**config.mk**
```make
export PLATFORM = sky130hd
export DESIGN_NAME = wb_cmd_initiator_flat
export DESIGN_NICKNAME = d
export VERILOG_FILES = /design/src/rtl/wb_cmd_initiator_if.sv /design/src/rtl/wb_cmd_initiator.sv /design/src/flat_wrapper.sv
export SDC_FILE = /design/constraint.sdc
export NUM_CORES = 1
export LEC_CHECK = 0
export ABC_AREA = 1
export CAP_MARGIN = 40
export CORE_ASPECT_RATIO = 0.5
export CORE_MARGIN = 2
export CORE_UTILIZATION = 42
export DETAILED_ROUTE_END_ITERATION = 8
export PLACE_DENSITY = 0.83
export SYNTH_ARGS = -nofsm -noshare
export SYNTH_HDL_FRONTEND = slang
export SYNTH_SLANG_ARGS = --single-unit
```
**constraint.sdc**
```tcl
create_clock -name clk -period 2 [get_ports clk]
set_clock_uncertainty 0.05 [all_clocks]
set_input_delay 0.3 -clock clk [delete_from_list [all_inputs] [get_ports clk]]
set_output_delay 0.3 -clock clk [all_outputs]
set_load 0.05 [all_outputs]
```
**src/rtl/wb_cmd_initiator_if.sv**
```systemverilog
// wb_cmd_initiator_if: request/response command channel plus Wishbone classic master bus and status.
//   master modport (the initiator): takes req_*, rsp_ready, wbm_ack_i, wbm_dat_i;
//     drives req_ready, rsp_valid/dat/err, wbm_cyc/stb/we/sel/adr/dat_o, busy, txn_count, err_count.
//   slave modport: the opposite directions, for the command source and Wishbone target side.
interface wb_cmd_initiator_if;
    logic        req_valid;
    logic        req_ready;
    logic        req_we;
    logic [31:0] req_adr;
    logic [31:0] req_dat;
    logic [3:0]  req_sel;
    logic        rsp_valid;
    logic        rsp_ready;
    logic [31:0] rsp_dat;
    logic        rsp_err;
    logic        wbm_cyc_o;
    logic        wbm_stb_o;
    logic        wbm_we_o;
    logic [3:0]  wbm_sel_o;
    logic [31:0] wbm_adr_o;
    logic [31:0] wbm_dat_o;
    logic        wbm_ack_i;
    logic [31:0] wbm_dat_i;
    logic        busy;
    logic [15:0] txn_count;
    logic [7:0]  err_count;

    modport master (
        input  req_valid, req_we, req_adr, req_dat, req_sel, rsp_ready, wbm_ack_i, wbm_dat_i,
        output req_ready, rsp_valid, rsp_dat, rsp_err,
        output wbm_cyc_o, wbm_stb_o, wbm_we_o, wbm_sel_o, wbm_adr_o, wbm_dat_o,
        output busy, txn_count, err_count
    );

    modport slave (
        output req_valid, req_we, req_adr, req_dat, req_sel, rsp_ready, wbm_ack_i, wbm_dat_i,
        input  req_ready, rsp_valid, rsp_dat, rsp_err,
        input  wbm_cyc_o, wbm_stb_o, wbm_we_o, wbm_sel_o, wbm_adr_o, wbm_dat_o,
        input  busy, txn_count, err_count
    );
endinterface

```
**src/rtl/wb_cmd_initiator.sv**
```systemverilog
// wb_cmd_initiator: single-outstanding Wishbone classic initiator with ack timeout.
//   clk   : clock
//   reset : synchronous active-high reset
//   bus   : wb_cmd_initiator_if.master -- valid/ready command in, valid/ready response out,
//           Wishbone cyc/stb/we/sel/adr/dat out, ack/dat in, busy and txn/err counters out.
module wb_cmd_initiator #(
    parameter int TIMEOUT_CYCLES = 16,
    parameter int TIMEOUT_W      = 8
) (
    input logic                 clk,
    input logic                 reset,
    wb_cmd_initiator_if.master  bus
);
    typedef enum logic [1:0] {IDLE, ACTIVE, RESP} state_t;

    state_t                 r_state;
    state_t                 w_next;
    logic                   w_accept;
    logic                   w_ack;
    logic                   w_tmo;
    logic                   w_rsp_done;
    logic                   r_cyc;
    logic                   r_we;
    logic [3:0]             r_sel;
    logic [31:0]            r_adr;
    logic [31:0]            r_dat;
    logic [TIMEOUT_W-1:0]   r_timer;
    logic [31:0]            r_rsp_dat;
    logic                   r_rsp_err;
    logic [15:0]            r_txn;
    logic [7:0]             r_err;

    // Ack is only honoured in ACTIVE; a registered-ack slave's stale ack lands in RESP and is ignored.
    always_comb begin
        w_accept   = r_state == IDLE && bus.req_valid;
        w_ack      = r_state == ACTIVE && bus.wbm_ack_i;
        w_tmo      = r_state == ACTIVE && !bus.wbm_ack_i && r_timer == TIMEOUT_W'(TIMEOUT_CYCLES - 1);
        w_rsp_done = r_state == RESP && bus.rsp_ready;
        w_next     = w_accept ? ACTIVE : (w_ack || w_tmo) ? RESP : w_rsp_done ? IDLE : r_state;
    end

    always_ff @(posedge clk) begin
        r_state <= reset ? IDLE : w_next;
    end

    always_ff @(posedge clk) begin
        if (reset) begin
            r_cyc     <= 1'b0;
            r_we      <= 1'b0;
            r_sel     <= '0;
            r_adr     <= '0;
            r_dat     <= '0;
            r_timer   <= '0;
            r_rsp_dat <= '0;
            r_rsp_err <= 1'b0;
            r_txn     <= '0;
            r_err     <= '0;
        end else begin
            if (w_accept) begin
                r_cyc   <= 1'b1;
                r_we    <= bus.req_we;
                r_sel   <= bus.req_we ? bus.req_sel : 4'hF;
                r_adr   <= bus.req_adr;
                r_dat   <= bus.req_dat;
                r_timer <= '0;
            end
            if (w_ack) begin
                r_rsp_dat <= r_we ? 32'd0 : bus.wbm_dat_i;
                r_rsp_err <= 1'b0;
                r_txn     <= r_txn + 16'd1;
            end
            if (w_tmo) begin
                r_rsp_dat <= '0;
                r_rsp_err <= 1'b1;
                r_err     <= (r_err == 8'hFF) ? r_err : r_err + 8'd1;
            end
            // sel/adr/dat keep their last values after the cycle; only cyc/stb/we drop.
            if (w_ack || w_tmo) begin
                r_cyc <= 1'b0;
                r_we  <= 1'b0;
            end else if (r_state == ACTIVE) begin
                r_timer <= r_timer + 1'b1;
            end
        end
    end

    assign bus.req_ready = r_state == IDLE;
    assign bus.rsp_valid = r_state == RESP;
    assign bus.rsp_dat   = r_rsp_dat;
    assign bus.rsp_err   = r_rsp_err;
    assign bus.wbm_cyc_o = r_cyc;
    assign bus.wbm_stb_o = r_cyc;
    assign bus.wbm_we_o  = r_we;
    assign bus.wbm_sel_o = r_sel;
    assign bus.wbm_adr_o = r_adr;
    assign bus.wbm_dat_o = r_dat;
    assign bus.busy      = r_state != IDLE;
    assign bus.txn_count = r_txn;
    assign bus.err_count = r_err;
endmodule

```
**src/flat_wrapper.sv**
```systemverilog
// flat-port wrapper written by rule: the top's interface ports become plain ports
module wb_cmd_initiator_flat 
#(
    parameter int TIMEOUT_CYCLES = 16,
    parameter int TIMEOUT_W      = 8
)
  (clk, reset, bus_req_valid, bus_req_we, bus_req_adr, bus_req_dat, bus_req_sel, bus_rsp_ready, bus_wbm_ack_i, bus_wbm_dat_i, bus_req_ready, bus_rsp_valid, bus_rsp_dat, bus_rsp_err, bus_wbm_cyc_o, bus_wbm_stb_o, bus_wbm_we_o, bus_wbm_sel_o, bus_wbm_adr_o, bus_wbm_dat_o, bus_busy, bus_txn_count, bus_err_count);
  wb_cmd_initiator_if bus_i ();
  input logic clk;
  input logic reset;
  input wire logic [$bits(bus_i.req_valid)-1:0] bus_req_valid;
  input wire logic [$bits(bus_i.req_we)-1:0] bus_req_we;
  input wire logic [$bits(bus_i.req_adr)-1:0] bus_req_adr;
  input wire logic [$bits(bus_i.req_dat)-1:0] bus_req_dat;
  input wire logic [$bits(bus_i.req_sel)-1:0] bus_req_sel;
  input wire logic [$bits(bus_i.rsp_ready)-1:0] bus_rsp_ready;
  input wire logic [$bits(bus_i.wbm_ack_i)-1:0] bus_wbm_ack_i;
  input wire logic [$bits(bus_i.wbm_dat_i)-1:0] bus_wbm_dat_i;
  output wire logic [$bits(bus_i.req_ready)-1:0] bus_req_ready;
  output wire logic [$bits(bus_i.rsp_valid)-1:0] bus_rsp_valid;
  output wire logic [$bits(bus_i.rsp_dat)-1:0] bus_rsp_dat;
  output wire logic [$bits(bus_i.rsp_err)-1:0] bus_rsp_err;
  output wire logic [$bits(bus_i.wbm_cyc_o)-1:0] bus_wbm_cyc_o;
  output wire logic [$bits(bus_i.wbm_stb_o)-1:0] bus_wbm_stb_o;
  output wire logic [$bits(bus_i.wbm_we_o)-1:0] bus_wbm_we_o;
  output wire logic [$bits(bus_i.wbm_sel_o)-1:0] bus_wbm_sel_o;
  output wire logic [$bits(bus_i.wbm_adr_o)-1:0] bus_wbm_adr_o;
  output wire logic [$bits(bus_i.wbm_dat_o)-1:0] bus_wbm_dat_o;
  output wire logic [$bits(bus_i.busy)-1:0] bus_busy;
  output wire logic [$bits(bus_i.txn_count)-1:0] bus_txn_count;
  output wire logic [$bits(bus_i.err_count)-1:0] bus_err_count;
  assign bus_i.req_valid = bus_req_valid;
  assign bus_i.req_we = bus_req_we;
  assign bus_i.req_adr = bus_req_adr;
  assign bus_i.req_dat = bus_req_dat;
  assign bus_i.req_sel = bus_req_sel;
  assign bus_i.rsp_ready = bus_rsp_ready;
  assign bus_i.wbm_ack_i = bus_wbm_ack_i;
  assign bus_i.wbm_dat_i = bus_wbm_dat_i;
  assign bus_req_ready = bus_i.req_ready;
  assign bus_rsp_valid = bus_i.rsp_valid;
  assign bus_rsp_dat = bus_i.rsp_dat;
  assign bus_rsp_err = bus_i.rsp_err;
  assign bus_wbm_cyc_o = bus_i.wbm_cyc_o;
  assign bus_wbm_stb_o = bus_i.wbm_stb_o;
  assign bus_wbm_we_o = bus_i.wbm_we_o;
  assign bus_wbm_sel_o = bus_i.wbm_sel_o;
  assign bus_wbm_adr_o = bus_i.wbm_adr_o;
  assign bus_wbm_dat_o = bus_i.wbm_dat_o;
  assign bus_busy = bus_i.busy;
  assign bus_txn_count = bus_i.txn_count;
  assign bus_err_count = bus_i.err_count;
  wb_cmd_initiator #(.TIMEOUT_CYCLES(TIMEOUT_CYCLES), .TIMEOUT_W(TIMEOUT_W)) u_core (.clk(clk), .reset(reset), .bus(bus_i));
endmodule
```
# Word-level counts from Yosys, hierarchy flattened
# Cells that the tools add are included.
[totals]
reg_bits = 137
latchBits = 0
ramBits = 0
romBits = 0
word_cells = 46
memories = 0
[classes]
add_sub_neg = 3
mul = 0
n_div = 0
n_lt_le_gt_ge = 0
eq_ne = 4
shifts = 0
mux = 10
bitwise_logic = 1
n_reduce_logical = 16
[ops]
columns = ["operator", "count"]
rows = [
  ["two-way mux 32 bit", 1],
  ["two-way mux 8 bit", 3],
  ["adder 16 x 1 -> 16 bit, second input constant", 1],
  ["adder 8 x 1 -> 8 bit, second input constant", 2],
  ["equality test 8 x 4 -> 1 bit, second input constant", 1],
  ["equality test 8 bit, second input constant", 1],
  ["nonzero test 2 bit", 3],
  ["OR reduction 2 bit", 3],
  ["logical AND 1 bit", 5],
  ["two-way mux 2 bit", 2],
  ["two-way mux 4 bit", 1],
  ["two-way mux 1 bit", 3],
  ["nonzero test 3 bit", 1],
  ["equality test 2 x 1 -> 1 bit, second input constant", 1],
  ["equality test 2 bit, second input constant", 1],
  ["zero test 2 bit", 1],
  ["AND reduction 2 bit", 1],
  ["zero test 1 bit", 1],
  ["logical OR 1 bit", 1],
  ["NOT 1 bit", 1],
]

# Longest topological paths before layout
# Gate-level depths: netlist of the first run.
[depth]
word_depth = 6
ltp_mapped = 10

# Worst setup path after synthesis of the first run
# No wires, ideal clock.
[synth_path]
path_type = "reg-to-reg"
from = "register u_core.r_state[0]"
to = "register u_core.r_adr[10], in the netlist u_core.bus.wbm_adr_o[10]"
setup_time_ns = 0.116
t_arrival_ns = 1.850
setup_slack_ns = -0.016
path_stages_with_launch = 7
path_cell_list = "dfxtp_1 > nor2_1 > nand2_1 > buf_2 > buf_2 > o21ai_0 > nor2_1"
[synth_between]
elab_chain_len = 2
[synth_rtl]
columns = ["element", "line", "rtl"]
rows = [
  ["from (decl)", "wb_cmd_initiator.sv:16", "state_t r_state;"],
  ["from (signal assigned)", "wb_cmd_initiator.sv:43", "r_state <= reset ? IDLE : w_next;"],
  ["zero test 2 bit", "-", ""],
  ["named net bus_req_ready", "flat_wrapper.sv:19", "output wire logic [$bits(bus_i.req_ready)-1:0] bus_req_ready;"],
  ["logical AND 1 bit", "wb_cmd_initiator.sv:35", "w_accept = r_state == IDLE && bus.req_valid;"],
  ["to (signal assigned)", "wb_cmd_initiator.sv:63", "r_adr <= bus.req_adr;"],
  ["to (decl)", "wb_cmd_initiator.sv:25", "logic [31:0] r_adr;"],
]
# The timed path passes the listed nets, and every way through them passes these cells.
# A chain may end at the register's enable or synchronous reset.

# Worst setup path in the final report of the first run
[layout_path]
from = "register u_core.r_cyc, in the netlist u_core.bus.wbm_cyc_o"
to = "output port bus_wbm_stb_o"
[layout_lines]
columns = ["element", "line", "rtl"]
rows = [
  ["from (decl)", "wb_cmd_initiator.sv:22", "logic r_cyc;"],
  ["from (signal assigned)", "wb_cmd_initiator.sv:48", "r_cyc <= 1'b0;"],
  ["from (signal assigned)", "wb_cmd_initiator.sv:60", "r_cyc <= 1'b1;"],
  ["from (signal assigned)", "wb_cmd_initiator.sv:79", "r_cyc <= 1'b0;"],
  ["to (decl)", "flat_wrapper.sv:24", "output wire logic [$bits(bus_i.wbm_stb_o)-1:0] bus_wbm_stb_o;"],
]
# No word-level cell between the ends.

==> reports/metrics.cfg, run 1 <==
[status]
status=complete, no violations

[worst_setup_path]
worstPathArrival_ns=1.61
critPathKind=reg -> out
cp_top_family=buffers and inverters
path_buf_inv=1
critPathMaxFanout=3
r2r_cells=9
crit_cells=1
cp-end-kind=primary output
path_cells=clkdlybuf4s50_1
slowest_stage=clkdlybuf4s50_1
worstSetupStartpointType=register
cp_slowest_stage_delay_ns=0.83
required_ns=1.65

[global_routing]
grt_pass1_vias=5449
track_usage_pct=23.7
grt_pass1_wl_um=26400
grt_max_degree=76
antenna_found_initial=0
grt.overflow.total=0

[logic_synthesis]
ys_ff_latch=137
synth_compound_area_share_pct=13.4
synth_cells=716
synthSimpleGateAreaFrac_pct=28.2
synth_top_family_by_area=simple AND/OR/NAND/NOR gates
yosysSeqAreaShare_pct=50.7
yosys_warnings=0
synth-edff-count=0
syn_area_per_cell_um2=7.55
synthArstFlopShare_pct=0
synth_mux_area_share_pct=0
syn-num-nets=825
synth_area_leaders=dfxtp_1 (51%), nor2_1 (11%), nand2_1 (7.5%)
yosysTopAreaCell=dfxtp_1
ys.flop_type=dfxtp_1
synth.distinct_cells=31
synth_xor_area_share_pct=0.486
synth_fa_ha_area_share_pct=0.694
syn-cell-area_um2=5410
synth_top_cell_area_share_pct=50.7

[clock_tree]
htree_levels=4
cts-root-buf=clkbuf_16
numCtsBuffers=17
clkSinkCount=137
max-clock-path-buffers=2
clk_pin_slew_ns=0.06
cts_hold_buf=0
clk_latency_ns=0.40
cts_tree=yes

[route]
drt_iter0_drc=458
detailroute.via_count=5631
wl_per_cell_um=14.7
ant_nets=0
wirelength_um=16600
drt_drc_violations_left=0
drtPass1Iterations=5
via_per_inst=4.99

[finish]
areaGrowthSynthToFinish_pct=58.9
multi_input_comb_area_um2=2320
layout.nets=1056
layout_commonest_cell=clkdlybuf4s50_1
drive_gt1_share_pct=7.82
fillerInstances=1029
layout_common_cells=clkdlybuf4s50_1 (211), nor2_1 (157), dfxtp_1 (137)
final_area_um2=8590
seqCellArea_um2=2740
antenna_cells=0

[die]
start_util_pct=42.8
row_count=29
dieArea_um2=13800
core-area_um2=12600
io_pins=237
die_w_um=164
die_h_um=84.2

[timing]
hold_slack_ns=0.409
hold_viol=0
rsz0062_at_grt=no
max_freq_mhz=509
post-route-period-util_pct=98.2
worst_slew_pin_slew_ns=0.572
setup_viol=0
slew_viol_final=0
relSlewSlack_pct=61.8
fin_setup_tns_ns=0
min_period_ns=1.96

[place]
place.gp.congestion=0.872
dp_hpwl_um=11600
dpl-instance-area_um2=7950
port_buffers=236

[power_and_ir_drop]
ir_drop_mv=0.556
total_power_mw=8.24
p_leak_nw=3.63
p_per_area_nw_per_um2=959

[worst_hold_path]
hp-class=reg -> reg
whs_path_depth=2

[flow_run]
max-cap-violations=0

==> where the power goes <==
part / internal, mW / switching [mW]
registers: 2.94 / 0.115
clock network: 2.05 / 1.16
logic: 0.712 / 1.26
==> synth_stat cells (4+ instances only) <==
library cell and count:
nand3_1 61, nor2_1 158, nor2_4 4, dfxtp_1 137, inv_1 38, nand4_1 7
a21oi_1 56, buf_2 25, o221a_2 4, clkbuf_1 13, nand2_1 108, o21ai_0 71
==> worst paths after layout <==
path / from / end / slack (ns)
min reg2reg: u_core.bus.rsp_dat[2] / u_core.bus.rsp_dat[2] / 0.41
max: u_core.bus.wbm_cyc_o / bus_wbm_stb_o / 0.04
max reg2reg: u_core.r_timer[0] / u_core.bus.rsp_dat[24] / 0.25
min: u_core.bus.rsp_dat[2] / u_core.bus.rsp_dat[2] / 0.41
==> stage by stage <==
stage | utilization (%) | std cells | worst slack (ns)
finish | 68.0 | 1129 | 0.0362
global placement | 63.0 | 1098 | 0.0148
detailed placement | 63.0 | 1098 | -0.0562
floorplan | - | 716 | 0.156
global route | 68.0 | 1129 | 0.00611
CTS | 67.7 | 1129 | 0.00330
==> flip-flops by register name, indices dropped and copies added (netlist names) <==
name / cells
u_core.bus.err_count: 8
u_core.bus.rsp_dat: 32
u_core.bus.rsp_err: 1
u_core.bus.txn_count: 16
u_core.bus.wbm_adr_o: 32
u_core.bus.wbm_cyc_o: 1
u_core.bus.wbm_dat_o: 32
u_core.bus.wbm_sel_o: 4
u_core.bus.wbm_we_o: 1
u_core.r_state: 2
u_core.r_timer: 8
==> cell families (layout without fill, tap and decap cells) <==
logic type / Yosys count / after routing
fa+ha+maj: 3 / 3
flops: 137 / 137
buf+inv: 82 / 325
xor+xnor: 3 / 3
compound gates: 138 / 138
simple gates: 353 / 353
==> routing by layer <==
layer / GRT usage, % / up-vias / share of wire [%] / routed length, µm
li1: - / 2795 / - / -
met1: 27.7 / 2593 / 40 / 6680
met2: 42.6 / 201 / 51 / 8460
met3: 5.09 / 42 / 6.3 / 1040
met4: 9.17 / 0 / 2.6 / 426
met5: 0 / - / 0 / 0
==> final cells by class <==
type | count | share of cell area [%]
well taps | 170 | 2.48
clock inverters | 11 | 1.70
inverters | 42 | 1.84
multi-input cells | 497 | 27.0
repair buffers | 252 | 29.6
clock buffers | 20 | 5.43
flip-flops and latches | 137 | 31.9
==> timing repair <==
action | in CTS | in global routing
endpoints found under the setup margin | 7 | 13
setup buffers | 0 | 0
gates resized for setup | 7 | 13
Power figures use the tool's default switching activity.
==> inputs of run 2 (changes only) <==
- CORE_ASPECT_RATIO: 0.5 -> 0.75
==> reports/metrics.cfg, run 2 (synthesis results as in run 1) <==
[die]
row_count=35  ; +21%
die_w_um=135  ; -18%
core-area_um2=12400  ; -1.5%
dieArea_um2=13800  ; -0.33%
start_util_pct=43.5  ; +0.65 points
die_h_um=102  ; +21%
io_pins=237  ; unchanged

[finish]
layout_commonest_cell=clkdlybuf4s50_1
antenna_cells=0  ; unchanged
layout_common_cells=clkdlybuf4s50_1 (209), nor2_1 (157), dfxtp_1 (137)
fillerInstances=1024  ; -0.49%
areaGrowthSynthToFinish_pct=58.7  ; about the same
drive_gt1_share_pct=7.31  ; -0.51 points
layout.nets=1053  ; -0.28%

[clock_tree]
cts_tree=yes
clk_pin_slew_ns=0.06  ; about the same
cts_setup_buffers=0  ; unchanged
clk_latency_ns=0.40  ; about the same
numCtsBuffers=17  ; unchanged
cts-root-buf=clkbuf_16
htree_levels=4  ; unchanged
max-clock-path-buffers=2  ; unchanged
clkSinkCount=137  ; unchanged

[route]
drt_drc_violations_left=0  ; unchanged
drt_iter0_drc=378  ; -17%
via_per_inst=4.87  ; -2.4%
detailroute.via_count=5467  ; -2.9%
wirelength_um=15700  ; -5.3%
wl_per_cell_um=14.0  ; -4.8%
ant_nets=0  ; unchanged
drtPass1Iterations=5  ; unchanged

[worst_setup_path]
cp_slowest_stage_delay_ns=0.83  ; about the same
path_cells=clkdlybuf4s50_1
critPathKind=reg -> out
worstSetupStartpointType=register
critPathMaxFanout=3  ; unchanged
cp-end-kind=primary output
cp_top_family=buffers and inverters
worstPathArrival_ns=1.58  ; -0.03 ns
path_buf_inv=1  ; unchanged
required_ns=1.65  ; about the same
slowest_stage=clkdlybuf4s50_1

[power_and_ir_drop]
ir_drop_mv=0.600  ; +7.9%
p_leak_nw=3.63  ; -0.14%
p_per_area_nw_per_um2=970  ; +1.2%
total_power_mw=8.33  ; +1.1%

[place]
dp_hpwl_um=10900  ; -6.1%
place.gp.congestion=0.816  ; -6.5%
port_buffers=236  ; unchanged

[global_routing]
antenna_found_initial=0  ; unchanged
grt_pass1_wl_um=24600  ; -6.8%
grt_max_degree=65  ; -14%
grt_pass1_vias=4931  ; -9.5%
grt.overflow.total=0  ; unchanged
track_usage_pct=22.4  ; -1.2 points

[status]
status=complete, no violations

[timing]
worst_slew_pin_slew_ns=0.553  ; -0.0187 ns
post-route-period-util_pct=96.7  ; -1.5 points
fin_setup_tns_ns=0  ; unchanged
min_period_ns=1.93  ; -0.0296 ns
relSlewSlack_pct=63.0  ; +1.2 points
hold_viol=0  ; unchanged
setup_viol=0  ; unchanged
max_freq_mhz=517  ; +1.5%
slew_viol_final=0  ; unchanged
rsz0062_at_grt=no

[flow_run]
max-cap-violations=0  ; unchanged

[worst_hold_path]
hp-class=reg -> reg

## run 2: cell count changes in the layout (fill, tap and decap cells not counted), moves of 2 or more
cell             previous run  this run
buf_4                      17        11
inv_6                       0         3
clkbuf_8                    3         0
dlygate4sd2_1               7        12
clkdlybuf4s50_1           211       209
## run 2: layout make-up
type / count / area (µm²) / area share [%]
Clock buffer: 18 / 429 / 5.00
Timing Repair Buffer: 249 / 2530 / 29.5
Multi-Input combinational cell: 497 / 2320 / 27.0
Inverter: 42 / 158 / 1.84
Clock inverter: 14 / 195 / 2.28
Tap cell: 166 / 208 / 2.42
Sequential cell: 137 / 2740 / 32.0
## run 2: metrics by stage
step,std cells,area (µm²),utilization (%),hold slack (ns),setup slack [ns]
final,1123,8580,69.0,0.410,0.0658
after global routing,1123,8580,69.0,0.416,0.00520
after CTS,1123,8550,68.7,0.404,0.00431
after detailed placement,1091,7940,63.8,0.401,0.0712
after global placement,1091,7940,63.8,0.398,0.129
after floorplan,716,5410,-,0.414,0.156
## run 2: path summary, 6_finish.rpt
check                         from                      to  slack [ns]  cells past startpoint
max            u_core.bus.wbm_we_o            bus_wbm_we_o        0.07                      1
min          u_core.bus.rsp_dat[8]   u_core.bus.rsp_dat[8]        0.41                      2
max reg2reg      u_core.r_timer[0]  u_core.bus.rsp_dat[14]        0.35                      9
min reg2reg  u_core.bus.rsp_dat[8]   u_core.bus.rsp_dat[8]        0.41                      2
## run 2: power by group
| part | switching (mW) | internal, mW |
|---|---|---|
| registers | 0.112 | 2.94 |
| clock network | 1.22 | 2.10 |
| logic | 1.25 | 0.713 |
| total | 2.58 | 5.75 |
## run 2: timing repair
action | CTS | global route
endpoints found under the setup margin | 12 | 12
hold buffers | 0 | 0
endpoints found under the hold margin | 0 | 0
gates resized for setup | 12 | 12
## run 2: metal layers
layer	share of wire [%]	routed length [µm]	track usage, %	up-vias
met5	0	0	0	-
met3	8.0	1260	6.99	23
met2	48	7470	37.0	189
met4	1.7	266	7.21	0
li1	-	-	-	2797
met1	43	6720	28.3	2458
